`src/rtl/mem_arbiter.sv`:
```
// mem_arbiter
//   Shares one single-port synchronous RAM between two CPU masters.
//   Port 0 is instruction fetch and port 1 is load/store. At most one RAM
//   access is issued per cycle, and conflicts are resolved round-robin or by
//   fixed priority to port 1. Every access, including writes, gets exactly one
//   response MEM_LAT cycles later, and the response is tagged back to the port
//   that issued it.
//
// Parameters
//   AW        word-address width of the RAM and of both master ports
//   MEM_LAT   RAM read latency in cycles (1..4)
//   FIXED_PRI 0 = round-robin, 1 = port 1 always wins a conflict
//
// Ports
//   clk, resetn                        clock, synchronous active-low reset
//   m0_req/addr/we/wdata               port 0 request (we == 0 means read)
//   m0_gnt                             port 0 accepted this cycle (comb.)
//   m0_rvalid/rdata                    port 0 response (rdata 0 when idle)
//   m1_*                               identical set for port 1
//   mem_en/we/addr/wdata               RAM access strobe and payload
//   mem_rdata                          RAM read data, MEM_LAT after mem_en
module mem_arbiter #(
  parameter int AW        = 12,
  parameter int MEM_LAT   = 1,
  parameter int FIXED_PRI = 0
) (
  input  logic          clk,
  input  logic          resetn,
  input  logic          m0_req,
  input  logic [AW-1:0] m0_addr,
  input  logic [3:0]    m0_we,
  input  logic [31:0]   m0_wdata,
  output logic          m0_gnt,
  output logic          m0_rvalid,
  output logic [31:0]   m0_rdata,
  input  logic          m1_req,
  input  logic [AW-1:0] m1_addr,
  input  logic [3:0]    m1_we,
  input  logic [31:0]   m1_wdata,
  output logic          m1_gnt,
  output logic          m1_rvalid,
  output logic [31:0]   m1_rdata,
  output logic          mem_en,
  output logic [3:0]    mem_we,
  output logic [AW-1:0] mem_addr,
  output logic [31:0]   mem_wdata,
  input  logic [31:0]   mem_rdata
);

  // The response tag pipeline is only sized for the latencies the RAM can have
  if (MEM_LAT < 1 || MEM_LAT > 4) begin : g_bad_lat
    $error("mem_arbiter: MEM_LAT must be in 1..4");
  end

  logic               last_gnt;
  logic               grant;
  logic               winner;
  logic [MEM_LAT-1:0] tag_valid;
  logic [MEM_LAT-1:0] tag_port;
  logic               resp_valid;

  // Arbitration. The winner only matters when grant is high. When both ports
  // request, round-robin hands the slot to the port that did not win last
  // time. That is what bounds a continuously requesting port's wait to one
  // cycle. Grants are suppressed while in reset, so nothing is issued then.
  always_comb begin
    grant  = 1'b0;
    winner = 1'b0;
    if (resetn) begin
      grant = m0_req | m1_req;
      if (m0_req && m1_req) begin
        if (FIXED_PRI != 0) begin
          winner = 1'b1;
        end else begin
          winner = ~last_gnt;
        end
      end else begin
        winner = m1_req;
      end
    end
  end

  assign m0_gnt = grant & ~winner;
  assign m1_gnt = grant & winner;

  // The winner's request goes straight to the RAM in the same cycle.
  // Write enables are forced low when idle so an idle cycle can never write.
  always_comb begin
    mem_en    = grant;
    mem_we    = 4'b0000;
    mem_addr  = winner ? m1_addr  : m0_addr;
    mem_wdata = winner ? m1_wdata : m0_wdata;
    if (grant) begin
      mem_we = winner ? m1_we : m0_we;
    end
  end

  // Round-robin history plus a {valid, port} shift register that mirrors the
  // RAM latency. A reset flushes the tags, so accesses issued before reset
  // never produce a response.
  always_ff @(posedge clk) begin
    if (!resetn) begin
      last_gnt  <= 1'b1;
      tag_valid <= '0;
      tag_port  <= '0;
    end else begin
      if (grant) begin
        last_gnt <= winner;
      end
      tag_valid[0] <= grant;
      tag_port[0]  <= winner;
      for (int i = 1; i < MEM_LAT; i++) begin
        tag_valid[i] <= tag_valid[i-1];
        tag_port[i]  <= tag_port[i-1];
      end
    end
  end

  // The last tag stage lines up with mem_rdata. Read data is zeroed on the
  // port that is not being answered.
  assign resp_valid = resetn & tag_valid[MEM_LAT-1];
  assign m0_rvalid  = resp_valid & ~tag_port[MEM_LAT-1];
  assign m1_rvalid  = resp_valid & tag_port[MEM_LAT-1];
  assign m0_rdata   = m0_rvalid ? mem_rdata : 32'h0;
  assign m1_rdata   = m1_rvalid ? mem_rdata : 32'h0;

endmodule

```
`config.mk`:
```
export PLATFORM = sky130hd
export DESIGN_NAME = mem_arbiter
export DESIGN_NICKNAME = d
export VERILOG_FILES = /design/src/rtl/mem_arbiter.sv
export SDC_FILE = /design/constraint.sdc
export NUM_CORES = 1
export LEC_CHECK = 0
export BUFFER_PORTS_ARGS = -buffer_cell sky130_fd_sc_hd__buf_2
export CORE_AREA = 4 4 94 96
export CTS_CLUSTER_DIAMETER = 80
export DETAILED_ROUTE_END_ITERATION = 12
export DIE_AREA = 0 0 98 100
export GPL_TIMING_DRIVEN = 0
export PLACE_DENSITY_LB_ADDON = 0.15
export SLEW_MARGIN = 20
export SYNTH_ARGS = -nofsm -noshare
export SYNTH_HDL_FRONTEND = slang
export SYNTH_SLANG_ARGS = --single-unit
```
`constraint.sdc`:
```
create_clock -name clk -period 1.1 [get_ports clk]
set_input_delay 0.11 -clock clk [delete_from_list [all_inputs] [get_ports clk]]
set_output_delay 0.11 -clock clk [all_outputs]
set_load 0.03 [all_outputs]
```
## Yosys cells after proc, flatten, opt, wreduce, memory -nomap -nowiden

Cells that the tools add are included.

- Flip-flop bits (word level): 3
- Bits of input ports: 132
- Output and inout bits: 117
- Logic and storage cells: 22

- Mux-type cells: 9
- Bitwise operators: 9
- Reduce and logical (&&, ||, !) cells: 1

Operator list:

| kind | number |
|---|---|
| 32-bit two-way mux | 3 |
| 12-bit two-way mux | 1 |
| 4-bit two-way mux | 2 |
| 1-bit bitwise AND | 5 |
| 1-bit two-way mux | 3 |
| 1-bit inverter | 3 |
| 1-bit logical AND | 1 |
| 1-bit OR | 1 |

## Longest topological paths before layout

Gate-level depths: netlist of the first run.

- Depth after elaboration: 5
- Gate-level depth with buffers: 4
- Depth with buffers taken out: 3

## Worst setup path before layout of the first run

Ideal clock, no wire load.

- Path kind: register -> output
- Start: register tag_valid
- End: output port m0_rdata[22]
- Arrival time: 1.136 ns
- Required time: 0.990 ns
- Setup slack: -0.146 ns
- Cell stages (with the launch flop): 5
- Buffers on the path: 1
- Cell sequence: dfxtp_1 nand2_1 nor2_1 buf_2 and2_1

- Cells in the longest elaborated chain, start to end: 3

RTL lines:

| what | RTL line | RTL |
|---|---|---|
| start: declaration | 58 | `logic [MEM_LAT-1:0] tag_valid;` |
| start signal: indexed assignment | 113 | `tag_valid[i] <= tag_valid[i-1];` |
| 1-bit bitwise AND | 121 | `assign resp_valid = resetn & tag_valid[MEM_LAT-1];` |
| 1-bit bitwise AND | 122 | `assign m0_rvalid = resp_valid & ~tag_port[MEM_LAT-1];` |
| via m0_rvalid | 34 | `output logic m0_rvalid,` |
| 32-bit two-way mux | 124 | `assign m0_rdata = m0_rvalid ? mem_rdata : 32'h0;` |
| end: declaration | 35 | `output logic [31:0] m0_rdata,` |

The timed path passes the listed nets, and every way through them passes these cells.

## Final worst setup path of the first run

- Start: register last_gnt
- End: output port mem_addr[4]

- Cells in the longest elaborated chain, start to end: 4

RTL lines:

| what | RTL line | RTL |
|---|---|---|
| start: declaration | 55 | `logic last_gnt;` |
| start signal: assignment | 108 | `last_gnt <= winner;` |
| 1-bit inverter | 75 | `winner = ~last_gnt;` |
| 1-bit two-way mux | 71 | `if (m0_req && m1_req) begin` |
| 1-bit two-way mux | 69 | `if (resetn) begin` |
| 12-bit two-way mux | 91 | `mem_addr = winner ? m1_addr : m0_addr;` |
| end: declaration | 45 | `output logic [AW-1:0] mem_addr,` |

No other way between the ends.

==> flow_metrics.env, run 1 <==
export IMPL_worst_slew_pin_slew_ns=0.377
export IMPL_skew_ns=0.00166
export IMPL_fin_crit_ns=1.54
export IMPL_synth_top_cell_area_share=0.434
export IMPL_status="finished with violations"
export IMPL_post_dp_cell_area_um2=2810
export IMPL_synth_top_cell_by_area="mux2_4"
export IMPL_cap_viol_max_count=0
export IMPL_gr_total_overflow=0
export IMPL_port_buffer_count=248
export IMPL_dp_hpwl_um=5900
export IMPL_grt_setup_unrepaired="true"
export IMPL_hold_viol_final=0
export IMPL_final_area_um2=3250
export IMPL_cp_data_arrival_time_ns=1.43
export IMPL_path_cells="nand2_2, nand3_4, buf_8, mux2_4, buf_2"
export IMPL_cts_tree="built"
export IMPL_root_buffer="clkbuf_8"
export IMPL_clk_pin_slew_worst_paths_ns=0.03
export IMPL_core_area_um2=8050
export IMPL_critPathBufInv=2
export IMPL_area_growth_pct=148
export IMPL_netlist_area_um2=1310
export IMPL_p_leak_nw=1.99
export IMPL_grt_pass1_wl_um=10200
export IMPL_ant_nets=0
export IMPL_hold_class="in2reg"
export IMPL_setup_slack_ns=-0.435
export IMPL_cts_sinks=3
export IMPL_ys_top_cells_by_area="mux2_4 (43%), and2_1 (30%), mux2_2 (5.1%)"
export IMPL_clk_path_buf_depth=2
export IMPL_synthFlopType="dfxtp_1"
export IMPL_post_route_drc_count=0
export IMPL_first_iter_violations=17
export IMPL_start_util=0.163
export IMPL_fin_crit_sh=1.40
export IMPL_path_max_fanout=10
export IMPL_ys_types=16
export IMPL_netlist_top_cells_count="and2_1 (64), mux2_4 (38), nand2_1 (13)"
export IMPL_antenna_found_initial=0
export IMPL_track_usage=0.126
export IMPL_finish_utilization=0.404
export IMPL_finalMaxSlewViolations=0
export IMPL_num_nets_final=543
export IMPL_drt_total_wl_um=6740
export IMPL_ir_drop_mv=0.283
export IMPL_rrSetupSlack_ns=0.23
export IMPL_routabilityCongestion=0.779
export IMPL_yosysWarningCount=0
export IMPL_cp_top_family="buffers and inverters"
export IMPL_drive_gt1_frac=0.937
export IMPL_die_h_um=100
export IMPL_crit_slowest_cell="dfxtp_2"
export IMPL_startpoint_type="flip-flop"
export IMPL_pin_count=249
export IMPL_firstDrtPassIters=4
export IMPL_end_kind="output pin"
export IMPL_finalSetupViolCount=117
export IMPL_rows=33
export IMPL_synth_avg_cell_area_um2=8.82
export IMPL_violations="setup timing"
export IMPL_finalSetupTns_ns=-38.74
export IMPL_synth_edf_count=0
export IMPL_vias_per_cell=3.93
export IMPL_syn_nets=281
export IMPL_diodes=0
export IMPL_numCtsBuffers=3
export IMPL_grt_max_degree=11
export IMPL_synth_seq_cells=3
export IMPL_crit_required_ns=0.99
export IMPL_clock_fmax_mhz=651
export IMPL_ys_seq_area_frac=0.0457
export IMPL_place_inst=502
export IMPL_fill_cells=857
export IMPL_fp_dieArea_um2=9800
export IMPL_yosys_cell_count_top_type="and2_1"
export IMPL_clk_latency_ns=0.21
export IMPL_synth_cells=149
export IMPL_power_density_nw_per_um2=562
export IMPL_htree_levels=1
export IMPL_grt_pass1_vias=2142
export IMPL_post_layout_nonfiller_instances=515
export IMPL_synth_async_reset_ratio=0
export IMPL_chipWidth_um=98
export IMPL_cp_slowest_stage_delay_ns=0.31
export IMPL_path_class="reg2out"
export IMPL_cts_hold_buf=0
export IMPL_num_vias=2025
export IMPL_wl_per_cell_um=13.1
export IMPL_slew_headroom=0.748
==> path summary, 6_finish.rpt <==
| path | end | cells after the start | startpoint |
|---|---|---|---|
| setup / recovery | mem_addr[4] | 5 | last_gnt |
| hold / removal | tag_valid | 2 | m0_req |
| setup reg to reg | tag_port | 4 | last_gnt |
| hold reg to reg | last_gnt | 2 | last_gnt |
==> cell families after synthesis <==
| family | Yosys count | share of synthesized area |
|---|---|---|
| simple gates | 82 | 0.372 |
| mux | 44 | 0.486 |
| compound gates | 7 | 0.0343 |
| flops | 3 | 0.0457 |
| buf+inv | 13 | 0.0619 |
==> area by class of cell <==
cell class	count	area, µm²	share of cell area
Clock buffer	4	45.0	0.0138
Sequential cell	3	61.3	0.0188
Multi-Input combinational cell	133	1310	0.401
Timing Repair Buffer	257	1570	0.483
Buffer	11	131	0.0404
Tap cell	105	131	0.0404
Inverter	2	7.51	0.00231
==> metrics by stage <==
step                setup slack, ns  hold slack [ns]  total power, mW
detailed placement           -0.350            0.400             1.38
finish                       -0.435            0.180             1.83
floorplan                   -0.0832            0.220            0.926
CTS                          -0.461            0.177             1.84
global route                 -0.514            0.197             1.94
global placement             -0.336            0.394             1.37
==> registers in the layout (all words and copies together), names as in the netlist <==
register,cells
last_gnt,1
tag_valid,1
tag_port,1
==> timing repair <==
action                     4_1_cts  5_1_grt
buffers inserted                 7        1
pin swaps                        1        2
cloned                           1        0
setup endpoints to repair      117      117
gates resized for setup         99        8
==> per-layer routing <==
layer,vias up,wire [µm],track usage
met2,115,3840,0.252
met4,0,31,0.0224
met5,-,0,0
li1,1016,-,-
met3,2,645,0.0334
met1,892,2220,0.132
==> power by group <==
group          leakage [nW]  total, mW  switching, mW  internal, mW
logic                  1.95       1.39          0.720         0.671
clock network        0.0228      0.315         0.0687         0.247
registers            0.0247      0.122        0.00478         0.117
==> cell usage in the layout, fill, tap and decap left out <==
master	count
and2_1	4
and2_2	51
and2_4	9
and3_1	1
and3_2	1
buf_1	1
buf_2	203
buf_4	14
buf_6	41
buf_8	4
clkbuf_1	1
clkbuf_4	2
clkbuf_8	6
dfxtp_1	2
dfxtp_2	1
inv_1	2
mux2_2	4
mux2_4	40
nand2_1	11
nand2_2	2
nand2b_1	1
nand3_4	1
nor2_4	1
o21a_1	2
o21ai_0	1
o22ai_2	4
Note: power is estimated with default switching activity, not from simulation.
==> inputs of run 2 (changes only) <==
Settings changed: CELL_PAD_IN_SITES_DETAIL_PLACEMENT set to 0, CELL_PAD_IN_SITES_GLOBAL_PLACEMENT set to 1, CORE_AREA 4 4 94 96 to not set, CORE_MARGIN set to 4, CORE_UTILIZATION set to 13, DIE_AREA 0 0 98 100 to not set.
==> flow_metrics.env, run 2 (synthesis gave the netlist of run 1 again) <==
export IMPL_post_layout_nonfiller_instances=553
export IMPL_drt_total_wl_um=8020
export IMPL_clk_path_buf_depth=2
export IMPL_path_max_fanout=10
export IMPL_grt_max_degree=11
export IMPL_clock_fmax_mhz=644
export IMPL_hold_end="tag_valid"
export IMPL_port_buffer_count=248
export IMPL_fp_dieArea_um2=11800
export IMPL_chipWidth_um=109
export IMPL_ant_nets=0
export IMPL_rr_endpoint="tag_port"
export IMPL_finalMaxSlewViolations=0
export IMPL_worst_slew_pin_slew_ns=0.213
export IMPL_grt_pass1_vias=2024
export IMPL_post_route_drc_count=0
export IMPL_multiInputGateArea_um2=1390
export IMPL_vias_per_cell=3.78
export IMPL_r2r_cells=4
export IMPL_path_class="reg2out"
export IMPL_diodes=0
export IMPL_die_h_um=109
export IMPL_firstDrtPassIters=4
export IMPL_regArea_um2=63.8
export IMPL_hold_viol_final=0
export IMPL_core_area_um2=9820
export IMPL_routabilityCongestion=0.672
export IMPL_numCtsBuffers=3
export IMPL_first_iter_violations=36
export IMPL_cp_data_arrival_time_ns=1.44
export IMPL_num_nets_final=553
export IMPL_gr_total_overflow=0
export IMPL_startpoint_type="flip-flop"
export IMPL_place_inst=530
export IMPL_holdPathStages=2
export IMPL_clk_latency_ns=0.21
export IMPL_slew_headroom=0.858
export IMPL_cts_tree="built"
export IMPL_antenna_found_initial=0
export IMPL_pin_count=249
export IMPL_grt_setup_unrepaired="true"
export IMPL_status="finished with violations"
export IMPL_mostFrequentLayoutCells="buf_2 (170), buf_6 (86), and2_4 (54)"
export IMPL_final_common_cell="buf_2"
export IMPL_r2r_start="last_gnt"
export IMPL_track_usage=0.112
export IMPL_cts_sinks=3
export IMPL_clk_pin_slew_worst_paths_ns=0.03
export IMPL_setup_slack_ns=-0.452
export IMPL_hold_class="in2reg"
export IMPL_largestRegisters="last_gnt (1), tag_port (1), tag_valid (1)"
export IMPL_htree_levels=1
export IMPL_pre_cts_ws_ns=-0.376
export IMPL_start_util=0.134
export IMPL_ir_drop_mv=0.218
export IMPL_dp_hpwl_um=6250
export IMPL_num_vias=2092
export IMPL_root_buffer="clkbuf_8"
export IMPL_skew_ns=0.000147
export IMPL_rrSetupSlack_ns=0.19
export IMPL_violations="setup timing"
export IMPL_holdWs_ns=0.197
export IMPL_cap_viol_max_count=0
export IMPL_area_growth_pct=187
export IMPL_finalSetupViolCount=116
export IMPL_p_leak_nw=2.14
export IMPL_crit_required_ns=0.99
export IMPL_wl_per_cell_um=14.5
export IMPL_drive_gt1_frac=0.950
export IMPL_power_density_nw_per_um2=518
export IMPL_fill_cells=1023
export IMPL_grt_pass1_wl_um=10200
export IMPL_finalSetupTns_ns=-37.06
export IMPL_end_kind="output pin"
export IMPL_min_from="m0_req"
export IMPL_fin_crit_ns=1.55
export IMPL_fin_crit_sh=1.41
export IMPL_rows=36
[run 2: changes by cell type in the layout (fill, tap and decap cells not counted), sizes merged]
cell and delta:
nand3 +1, clkbuf -3, buf +12
[run 2: per-stage QoR]
step,cell area (µm²),power [mW],utilization
2_1_floorplan,1430,0.926,-
3_3_place_gp,2840,1.38,0.289
3_5_place_dp,2840,1.38,0.289
4_1_cts,3330,1.88,0.340
5_1_grt,3770,2.07,0.384
6_report,3770,1.95,0.384
[run 2: what timing repair did]
action | in CTS | in global routing
gates resized for setup | 110 | 169
buffers inserted | 7 | 6
endpoints found under the setup margin | 117 | 117
hold buffers | 0 | 0
gates cloned | 2 | 4
pin swaps | 1 | 50
[run 2: layout make-up]
| type | instances | area share |
|---|---|---|
| Inverter | 2 | 0.00199 |
| Buffer | 11 | 0.0389 |
| Tap cell | 133 | 0.0442 |
| Multi-Input combinational cell | 134 | 0.368 |
| Clock buffer | 4 | 0.0120 |
| Sequential cell | 3 | 0.0169 |
| Timing Repair Buffer | 266 | 0.518 |
[run 2: how the worst max path moves through the flow]
stage / from / depth (start not counted) / slack (ns) / to
2_1_floorplan: last_gnt / 4 / -0.08 / mem_addr[10]
3_3_place_gp: tag_port / 4 / -0.35 / m1_rdata[18]
3_5_place_dp: tag_port / 4 / -0.38 / m1_rdata[11]
4_1_cts: last_gnt / 5 / -0.46 / mem_wdata[22]
5_1_grt: last_gnt / 5 / -0.51 / mem_wdata[27]
6_report: last_gnt / 5 / -0.45 / mem_wdata[30]
[run 2: per-layer routing]
layer | track usage | vias up | wire, µm
li1 | - | 1039 | -
met5 | 0 | - | 0
met4 | 0.0298 | 0 | 48
met1 | 0.107 | 940 | 2410
met3 | 0.0239 | 2 | 696
met2 | 0.234 | 111 | 4860
[run 2: worst max-delay path: stages, from the launching register on]
cell and delay [ns]:
dfxtp_2 0.35, nand2_4 0.08, nand3_4 0.12, buf_6 0.19, mux2_4 0.30, buf_2 0.18
[run 2: report_power, final]
group / internal (mW) / switching [mW]
sequential: 0.118 / 0.00665
clock: 0.247 / 0.0693
combinational: 0.753 / 0.759
